--- src/rtl/regfile_wb_arbiter.sv ---
// rtl/regfile_wb_arbiter.sv - round-robin write-back arbiter and busy scoreboard for the 4x32 register file
//
// Ports:
//   clk, reset                  clock; synchronous active-high reset
//   req0_valid/reg/data/ready   ALU result write request; ready is the combinational grant
//   req1_valid/reg/data/ready   load/memory return write request; ready is the combinational grant
//   alloc_valid, alloc_reg      issue logic reserving a destination register
//   regWrite, writereg,
//   writedata                   registered write port into the register file
//   busy                        per-register write-outstanding scoreboard
//   err                         sticky protocol error flag
module regfile_wb_arbiter (
    input  logic        clk,
    input  logic        reset,
    input  logic        req0_valid,
    input  logic [1:0]  req0_reg,
    input  logic [31:0] req0_data,
    output logic        req0_ready,
    input  logic        req1_valid,
    input  logic [1:0]  req1_reg,
    input  logic [31:0] req1_data,
    output logic        req1_ready,
    input  logic        alloc_valid,
    input  logic [1:0]  alloc_reg,
    output logic        regWrite,
    output logic [1:0]  writereg,
    output logic [31:0] writedata,
    output logic [3:0]  busy,
    output logic        err
);

    // 0 favours requester 0 under contention, 1 favours requester 1
    logic       prio;
    logic       xfer;
    logic [3:0] set_mask;
    logic [3:0] clr_mask;
    logic       alloc_err;
    logic       write_err;

    // Grants depend only on valids and the pointer, never on each other
    always_comb begin
        req0_ready = 1'b0;
        req1_ready = 1'b0;
        if (!reset) begin
            req0_ready = req0_valid && (!req1_valid || !prio);
            req1_ready = req1_valid && (!req0_valid ||  prio);
        end
    end

    assign xfer = req0_ready || req1_ready;

    assign set_mask = alloc_valid ? (4'b0001 << alloc_reg) : 4'b0000;
    assign clr_mask = regWrite    ? (4'b0001 << writereg)  : 4'b0000;

    // Re-allocating a busy register is legal only when its write retires this same cycle
    assign alloc_err = alloc_valid && busy[alloc_reg] && !clr_mask[alloc_reg];
    assign write_err = regWrite && !busy[writereg];

    always_ff @(posedge clk) begin
        if (reset) begin
            prio      <= 1'b0;
            regWrite  <= 1'b0;
            writereg  <= 2'd0;
            writedata <= 32'd0;
            busy      <= 4'b0000;
            err       <= 1'b0;
        end else begin
            regWrite <= xfer;
            if (req0_ready) begin
                writereg  <= req0_reg;
                writedata <= req0_data;
                prio      <= 1'b1;
            end else if (req1_ready) begin
                writereg  <= req1_reg;
                writedata <= req1_data;
                prio      <= 1'b0;
            end
            // Set is applied after clear so a same-cycle set wins
            busy <= (busy & ~clr_mask) | set_mask;
            if (alloc_err || write_err) begin
                err <= 1'b1;
            end
        end
    end

endmodule

--- config.mk ---
export PLATFORM = sky130hd
export DESIGN_NAME = regfile_wb_arbiter
export DESIGN_NICKNAME = d
export VERILOG_FILES = /design/src/rtl/regfile_wb_arbiter.sv
export SDC_FILE = /design/constraint.sdc
export NUM_CORES = 1
export LEC_CHECK = 0
export ABC_AREA = 1
export BUFFER_PORTS_ARGS = -buffer_cell sky130_fd_sc_hd__buf_4
export CORE_ASPECT_RATIO = 1.5
export CORE_MARGIN = 2
export CORE_UTILIZATION = 45
export DETAILED_ROUTE_END_ITERATION = 8
export PLACE_DENSITY = 0.84
export SLEW_MARGIN = 20
export SYNTH_ARGS = -nofsm -noshare
export SYNTH_HDL_FRONTEND = slang
export SYNTH_SLANG_ARGS = --single-unit
--- constraint.sdc ---
create_clock -name clk -period 3.15 [get_ports clk]
set_input_delay 0.4725 -clock clk [delete_from_list [all_inputs] [get_ports clk]]
set_output_delay 0.4725 -clock clk [all_outputs]
set_load 0.02 [all_outputs]
======== After elaboration in Yosys (flattened, before gate mapping) ========
Cells that the tools add are included.
word-level totals
  output and inout port bits .............. 42
  word-level logic and storage cells ...... 44
  register bits ........................... 41
  input bits .............................. 75
cells by class
  multiplexer cells ....................... 16
  order comparisons ....................... 2
  bitwise operators ....................... 3
  shift-type cells ........................ 2
  reduce and logical (&&, ||, !) cells .... 15
operator list
  cell                                                                           count
  32-bit 2-to-1 mux                                                              2
  4-bit 2-to-1 mux                                                               2
  1-bit by 2-bit left shift with 4-bit output (first input constant)             2
  1-bit 2-to-1 mux                                                               7
  1-bit binary-select mux with 2-bit select                                      3
  2-bit by 3-bit less-than comparator with 1-bit output (second input constant)  2
  1-bit logical AND                                                              5
  1-bit logical NOT                                                              5
  4-bit bitwise AND                                                              1
  1-bit logical OR                                                               4
  2-bit 2-to-1 mux                                                               2
  4-bit inverter                                                                 1
  4-bit bitwise OR                                                               1
  2-bit nonzero test                                                             1

======== Depth between registers and ports, before layout ========
Gate-level depths: netlist of run 1.
  depth in word-level cells ............... 7
  gate-level depth with buffers ........... 8
  depth with buffers taken out ............ 7

======== Worst setup path before layout of run 1 ========
Ideal clock, no wire load.
  kind .................................... input port to output port
  from .................................... input reset
  to ...................................... output req0_ready
  path slack .............................. 1.651 ns
  path buffers ............................ 2
  required time ........................... 2.677 ns
  data arrival time ....................... 1.026 ns
  stages on the path ...................... 5
  cells stage by stage .................... buf_4 clkinv_4 nand3_4 clkinv_2 buf_4
on the way
  cells in the longest elaborated chain, start to end .. 1
RTL lines
  element           RTL line  RTL
  from (decl)       14        input logic reset,
  1-bit 2-to-1 mux  44        if (!reset) begin
  to (decl)         18        output logic req0_ready,
No other way between the ends.

======== Worst setup path in the final report of run 1 ========
  from .................................... register prio
  to ...................................... output req1_ready
on the way
  cells in the longest elaborated chain, start to end .. 3
RTL lines
  element                 RTL line  RTL
  from (decl)             33        logic prio;
  from (signal assigned)  61        prio <= 1'b0;
  from (signal assigned)  72        prio <= 1'b1;
  from (signal assigned)  76        prio <= 1'b0;
  1-bit logical OR        46        req1_ready = req1_valid && (!req0_valid || prio);
  1-bit logical AND       46
  1-bit 2-to-1 mux        44
  to (decl)               22        output logic req1_ready,
No other way between the ends.

==> results of run 1 <==
-- where the power goes --
part | leakage (nW) | switching [W] | internal, W | total, W
logic | 0.873 | 0.000149 | 0.000137 | 0.000286
clock network | 0.0542 | 0.000177 | 0.000198 | 0.000375
registers | 0.337 | 0.0000254 | 0.000555 | 0.000580
total | 1.26 | 0.000352 | 0.000890 | 0.00124
-- worst max-delay path: cells and delay by family (launching register included) --
family	cells	cell delay, ps
DFF	1	330
buffers and inverters	3	800
and+or+nand+nor	2	170
-- worst paths after layout --
| path | startpoint | to | slack, ps | cells past startpoint |
|---|---|---|---|---|
| worst max-delay path | prio | req1_ready | 1060 | 5 |
| worst min-delay path | req1_valid | prio | 420 | 2 |
| worst max register to register | prio | writedata[2] | 1730 | 6 |
| worst min register to register | writedata[25] | writedata[25] | 480 | 2 |
-- cell families after synthesis --
group | count (synthesis)
buf+inv | 26
flops | 41
simple gates | 146
compound gates | 42
-- synthesized netlist by cell type --
cell,n,area share
sky130_fd_sc_hd__nand2_1,121,0.25
sky130_fd_sc_hd__dfxtp_1,41,0.45
sky130_fd_sc_hd__a31oi_1,34,0.12
sky130_fd_sc_hd__nand3_1,12,0.033
sky130_fd_sc_hd__nor2_1,9,0.018
sky130_fd_sc_hd__inv_1,8,0.016
sky130_fd_sc_hd__buf_4,7,0.029
sky130_fd_sc_hd__a21oi_1,5,0.014
sky130_fd_sc_hd__clkbuf_1,4,0.0082
sky130_fd_sc_hd__buf_6,3,0.018
sky130_fd_sc_hd__clkinv_2,2,0.0055
sky130_fd_sc_hd__nand3_4,2,0.019
sky130_fd_sc_hd__clkinv_4,1,0.0048
sky130_fd_sc_hd__inv_4,1,0.0034
sky130_fd_sc_hd__nand2_2,1,0.0034
sky130_fd_sc_hd__nand2_4,1,0.0061
sky130_fd_sc_hd__o21ai_0,1,0.0027
sky130_fd_sc_hd__o21bai_1,1,0.0041
sky130_fd_sc_hd__o31ai_1,1,0.0041
-- state kept, by name, summed over array words and instances (netlist names) --
register,cells
regWrite,1
writereg,2
writedata,32
busy,4
err,1
prio,1
-- per-layer routing --
| metal | part of all wire | GRT usage |
|---|---|---|
| met5 | 0 | 0 |
| met4 | 0.018 | 0.0833 |
| met3 | 0.055 | 0.0452 |
| met2 | 0.55 | 0.448 |
| met1 | 0.37 | 0.245 |
-- through the flow --
| stage | instances | power, W | setup slack [ps] | area, um^2 | util |
|---|---|---|---|---|---|
| after floorplan | 255 | 0.000735 | 1650 | 1840 | - |
| after global placement | 403 | 0.000874 | 1220 | 2670 | 0.680 |
| after detailed placement | 403 | 0.000879 | 1200 | 2670 | 0.680 |
| after CTS | 411 | 0.00125 | 1060 | 2770 | 0.706 |
| after global routing | 411 | 0.00130 | 952 | 2770 | 0.706 |
| final | 411 | 0.00124 | 1060 | 2770 | 0.706 |
-- cell type report --
class,instances,share of cell area
Clock buffer,7,0.0348
Clock inverter,1,0.00181
Inverter,12,0.0199
Multi-Input combinational cell,188,0.310
Sequential cell,41,0.296
Tap cell,45,0.0203
Timing Repair Buffer,117,0.317
==> out/metrics.csv, run 1 <==
stage,metric,value,unit
clocking,number of clock buffers inserted by TritonCTS,5,
die,IO Count,117,
place,placer congestion estimate,0.837,
detailed_routing,drt drc,0,
sta,worst slew margin relative to its limit,0.677,
logic_synthesis,total nets after synthesis,330,
grt,wire length of the first global-routing pass,8400,um
die,Chip Width,56.1,um
detailed_routing,Vias per Instance,5.21,
clocking,maximum buffer depth of the clock tree,2,
sta,endpoints failing hold,0,
critical_path,worst stage delay on the critical path,380,ps
logic_synthesis,main combinational cell family by area after synthesis,simple AND/OR/NAND/NOR gates,
sta,slew at the pin closest to its max-slew limit,484,ps
sta,setup repair after global routing missed its margin,false,
grt,via count of the first global-routing pass,1930,
clocking,count of cells resized by post-cts repair,0,
finish,proportion of layout cells with a drive suffix above 1,0.363,
critical_path,cell with the largest stage delay on the worst path,sky130_fd_sc_hd__clkinv_2,
critical_path,critical-path maximum fanout,35,
clocking,clock root cell,sky130_fd_sc_hd__clkbuf_8,
detailed_routing,count of vias placed by the detailed router,2140,
clocking,postcts setup bufs,0,
logic_synthesis,flip-flop and latch count after synthesis,41,
clocking,CTS tree,yes,
clocking,hold-fix buffer count after cts,0,
sta,final worst path period need,2090,ps
finish,"leading cell types in the layout, fill and taps excluded","121 x sky130_fd_sc_hd__nand2_1, 117 x sky130_fd_sc_hd__buf_4, 41 x sky130_fd_sc_hd__dfxtp_1",
detailed_routing,Pre-Repair DR Iteration Count,4,
logic_synthesis,Netlist Area Pre-Place,1840,um^2
sta,setup skew after layout,7.61,ps
critical_path,data arrival time of the critical path,1610,ps
sta,Setup-failing EPs final,0,
critical_path,Critical Path Sink Type,output port,
sta,Achievable Freq,0.479,GHz
sta,worst hold slack,424,ps
die,Total Die Area,4620,um^2
critical_path,Critical Path Start Type,flop,
detailed_routing,WL/cell,13.3,um
finish,fillers,341,
sta,Final Max Slew Viols,0,
power,cell leakage power,1.26,nW
critical_path,"Worst Path Class, Setup",flop to output port,
logic_synthesis,post-synthesis adder-cell area fraction,0,
place,half-perimeter wire length of the detailed placement result,3990,um
power,power density of the placed cells,448,nW/um^2
finish,register area,821,um^2
sta,sum of negative setup slack,0,ps
grt,pin count of the biggest net entering global routing,41,
critical_path,cells traversed along the worst timing path,"inv_1, nand2_1, nand3_4, clkinv_2, buf_4",
finish,growth of design area from synthesis to finish,50.9,%
grt,total grt overflow,0,
critical_path,"Req. time, crit path",2680,ps
clocking,H-Tree Depth,2,
logic_synthesis,proportion of synthesized area in mux cells,0,
finish,"leading cell type in the layout, fill and taps excluded",sky130_fd_sc_hd__nand2_1,
clocking,clock input transition at the sequential cells of the worst setup and hold paths,80,ps
clocking,clock sinks,41,
grt,total routing resource utilization after global routing,0.230,
logic_synthesis,complex-gate fraction of the synthesized area,0.140,
logic_synthesis,xor and xnor area share after synthesis,0,
power,worst ir drop on vdd,0.343,mV
die,Site Rows,28,
finish,# diodes,0,
detailed_routing,number of nets with antenna violations after detailed routing,0,
die,core area,3920,um^2
grt,number of antenna violations at the first check in global routing,0,
die,Die Height,82.2,um
die,Initial Utilization,0.468,
logic_synthesis,synthesized instance count,255,
place,IO buf count,116,
logic_synthesis,simple logic cell fraction of the synthesized area,0.327,
logic_synthesis,count of synthesis-stage warnings from yosys,0,
finish,post-layout net count,440,
clocking,clock latency on the worst-skew pair,290,ps
outcome,result of the run,"finished, final reports clean",
min_path,Hold Path Class,primary input to flop,
detailed_routing,Routed WL,5450,um
job,total of max-cap violations,0,
finish,area of the multi-input gates,858,um^2
logic_synthesis,Cell variety after synth,19,
logic_synthesis,post-synthesis average cell area,7.20,um^2
detailed_routing,number of violations reported at the end of detailed-routing iteration 0,81,
sta,Tcrit/Tclk final,0.663,
logic_synthesis,"Seq/Total Area, Yosys",0.447,
Note: power is estimated with default switching activity, not from simulation.
==> run 2: changes to the inputs <==
--- a/config.mk
+++ b/config.mk
@@ -9,9 +9,9 @@
 export BUFFER_PORTS_ARGS = -buffer_cell sky130_fd_sc_hd__buf_4
 export CORE_ASPECT_RATIO = 1.5
 export CORE_MARGIN = 2
-export CORE_UTILIZATION = 45
+export CORE_UTILIZATION = 42
 export DETAILED_ROUTE_END_ITERATION = 8
-export PLACE_DENSITY = 0.84
+export PLACE_DENSITY = 0.79
 export SLEW_MARGIN = 20
 export SYNTH_ARGS = -nofsm -noshare
 export SYNTH_HDL_FRONTEND = slang
==> constraint.sdc (replaced) <==
create_clock -name clk -period 1.95 [get_ports clk]
set_input_delay 0.2925 -clock clk [delete_from_list [all_inputs] [get_ports clk]]
set_output_delay 0.2925 -clock clk [all_outputs]
set_load 0.02 [all_outputs]
==> run 2 against run 1 <==
Against the previous run:
- utilization shrank 5.4 points
- register-to-register slack got worse by 1100 ps
- highest routed layer unchanged
- sequential share of layout area is 0.27 points higher
==> out/metrics.csv, run 2 (same netlist as run 1, synthesis figures left out) <==
stage,metric,value,unit,change
critical_path,worst path bufs/invs,2,,was 3
finish,"leading cell type in the layout, fill and taps excluded",sky130_fd_sc_hd__nand2_1,,unchanged
sta,final worst path period need,1810,ps,
grt,total grt overflow,0,,unchanged
sta,Achievable Freq,0.553,GHz,
detailed_routing,number of nets with antenna violations after detailed routing,0,,unchanged
finish,fillers,414,,was 341
outcome,result of the run,"finished, final reports clean",,unchanged
clocking,maximum buffer depth of the clock tree,2,,unchanged
critical_path,"Req. time, crit path",1660,ps,was 2680 ps
min_path,Hold Path Class,primary input to flop,,unchanged
detailed_routing,number of violations reported at the end of detailed-routing iteration 0,70,,was 81
place,half-perimeter wire length of the detailed placement result,3620,um,was 3990 um
place,post-place setup slack,323,ps,was 1200 ps
finish,register area,821,um^2,unchanged
power,post-layout total power,0.00190,W,was 0.00124 W
die,Die Height,85.0,um,was 82.2 um
critical_path,Critical Path Start Type,flop,,unchanged
detailed_routing,WL/cell,12.2,um,was 13.3 um
clocking,clock latency on the worst-skew pair,280,ps,was 290 ps
job,total of max-cap violations,0,,unchanged
finish,largest registers in the final layout,"writedata (32), busy (4), writereg (2)",,unchanged
critical_path,cell family with the largest share of critical-path delay,buffers and inverters,,unchanged
clocking,postcts setup bufs,0,,unchanged
grt,via count of the first global-routing pass,1908,,was 1930
power,worst ir drop on vdd,0.643,mV,was 0.343 mV
critical_path,cells traversed along the worst timing path,"nand2_2, nand3_4, clkinv_2, buf_4",,"was inv_1, nand2_1, nand3_4, clkinv_2, buf_4"
sta,sum of negative setup slack,0,ps,unchanged
grt,wire length of the first global-routing pass,8070,um,was 8400 um
power,power density of the placed cells,692,nW/um^2,was 448 nW/um^2
die,Site Rows,29,,was 28
clocking,H-Tree Depth,2,,unchanged
sta,worst slew margin relative to its limit,0.676,,was 0.677
grt,number of antenna violations at the first check in global routing,0,,unchanged
finish,"leading cell types in the layout, fill and taps excluded","121 x sky130_fd_sc_hd__nand2_1, 117 x sky130_fd_sc_hd__buf_4, 41 x sky130_fd_sc_hd__dfxtp_1",,unchanged
sta,Tcrit/Tclk final,0.927,,
sta,slew at the pin closest to its max-slew limit,486,ps,was 484 ps
clocking,clock sinks,41,,unchanged
finish,cell area after layout,2750,um^2,was 2770 um^2
grt,total routing resource utilization after global routing,0.205,,was 0.230
clocking,number of clock buffers inserted by TritonCTS,5,,unchanged
place,placer congestion estimate,0.845,,was 0.837
detailed_routing,count of vias placed by the detailed router,2075,,was 2140
die,Initial Utilization,0.436,,was 0.468
sta,setup repair after global routing missed its margin,false,,unchanged
critical_path,worst stage delay on the critical path,400,ps,was 380 ps
power,cell leakage power,1.25,nW,was 1.26 nW
critical_path,critical-path maximum fanout,35,,unchanged
finish,register name with the most flops,writedata,,unchanged
die,Chip Width,58.0,um,was 56.1 um
critical_path,cell with the largest stage delay on the worst path,sky130_fd_sc_hd__clkinv_2,,unchanged
die,IO Count,117,,unchanged
finish,# diodes,0,,unchanged
detailed_routing,Routed WL,5000,um,was 5450 um
clocking,clock input transition at the sequential cells of the worst setup and hold paths,70,ps,was 80 ps
die,core area,4210,um^2,was 3920 um^2
finish,growth of design area from synthesis to finish,49.6,%,was 50.9%
grt,pin count of the biggest net entering global routing,41,,unchanged
clocking,CTS tree,yes,,unchanged
finish,post-layout net count,440,,unchanged
die,Total Die Area,4930,um^2,was 4620 um^2
sta,Setup-failing EPs final,0,,unchanged
detailed_routing,drt drc,0,,unchanged
place,"Cell Area, Placed",2670,um^2,about the same
sta,"Worst Setup Slack, final",142,ps,was 1060 ps
critical_path,Critical Path Sink Type,output port,,unchanged
finish,proportion of layout cells with a drive suffix above 1,0.360,,was 0.363
critical_path,data arrival time of the critical path,1520,ps,was 1610 ps
detailed_routing,Pre-Repair DR Iteration Count,4,,unchanged
critical_path,"Worst Path Class, Setup",flop to output port,,unchanged
sta,setup skew after layout,3.60,ps,was 7.61 ps
sta,Final Max Slew Viols,0,,unchanged
sta,endpoints failing hold,0,,unchanged
detailed_routing,Vias per Instance,5.06,,was 5.21
place,IO buf count,116,,unchanged
finish,number of flip-flops under the largest register name,32,,unchanged
clocking,clock root cell,sky130_fd_sc_hd__clkbuf_8,,unchanged
finish,area of the multi-input gates,858,um^2,unchanged
run 2: changes by cell type in the layout (fill, tap and decap cells not counted), sizes merged:
cell    previous run  this run
clkinv             4         3
inv                9        10
clkbuf             7         5
run 2: timing repair:
action,in CTS,in global routing
hold buffers,0,0
setup endpoints to repair,0,1
gates resized for setup,0,1
endpoints found under the hold margin,0,0
run 2: layout make-up:
type	count	share of cell area
timing repair buffer	117	0.320
clock buffer	5	0.0251
clock inverter	1	0.00182
tap	46	0.0210
inverter	12	0.0205
sequential	41	0.299
multi-input combinational	188	0.313
run 2: stage by stage:
| step | instances | utilization | hold WS [ps] |
|---|---|---|---|
| finish | 410 | 0.652 | 232 |
| detailed placement | 404 | 0.634 | 468 |
| global route | 410 | 0.652 | 237 |
| global placement | 404 | 0.634 | 465 |
| floorplan | 255 | - | 393 |
| CTS | 410 | 0.652 | 227 |
run 2: per-layer routing:
layer | global-route usage | vias to the layer above | wire length, um
li1 | - | 1051 | -
met1 | 0.231 | 939 | 1960
met2 | 0.367 | 81 | 2680
met3 | 0.0473 | 4 | 319
met4 | 0.0761 | 0 | 38
met5 | 0 | - | 0
run 2: worst reg2reg max path: cells and delay by family, from the launching register on:
kind / cells / cell delay (ps)
buf+inv: 1 / 400
compound gates: 1 / 110
simple gates: 3 / 340
flops: 1 / 350
run 2: worst paths after layout:
path | from | end | slack [ps] | depth (start not counted)
worst max-delay path | prio | req0_ready | 140 | 4
worst min-delay path | req1_valid | prio | 230 | 2
worst max register to register | prio | writedata[26] | 630 | 5
worst min register to register | writedata[2] | writedata[2] | 480 | 2
run 2: where the power goes:
part,switching (W),internal [W]
clock,0.000268,0.000236
combinational,0.000237,0.000221
sequential,0.0000402,0.000896
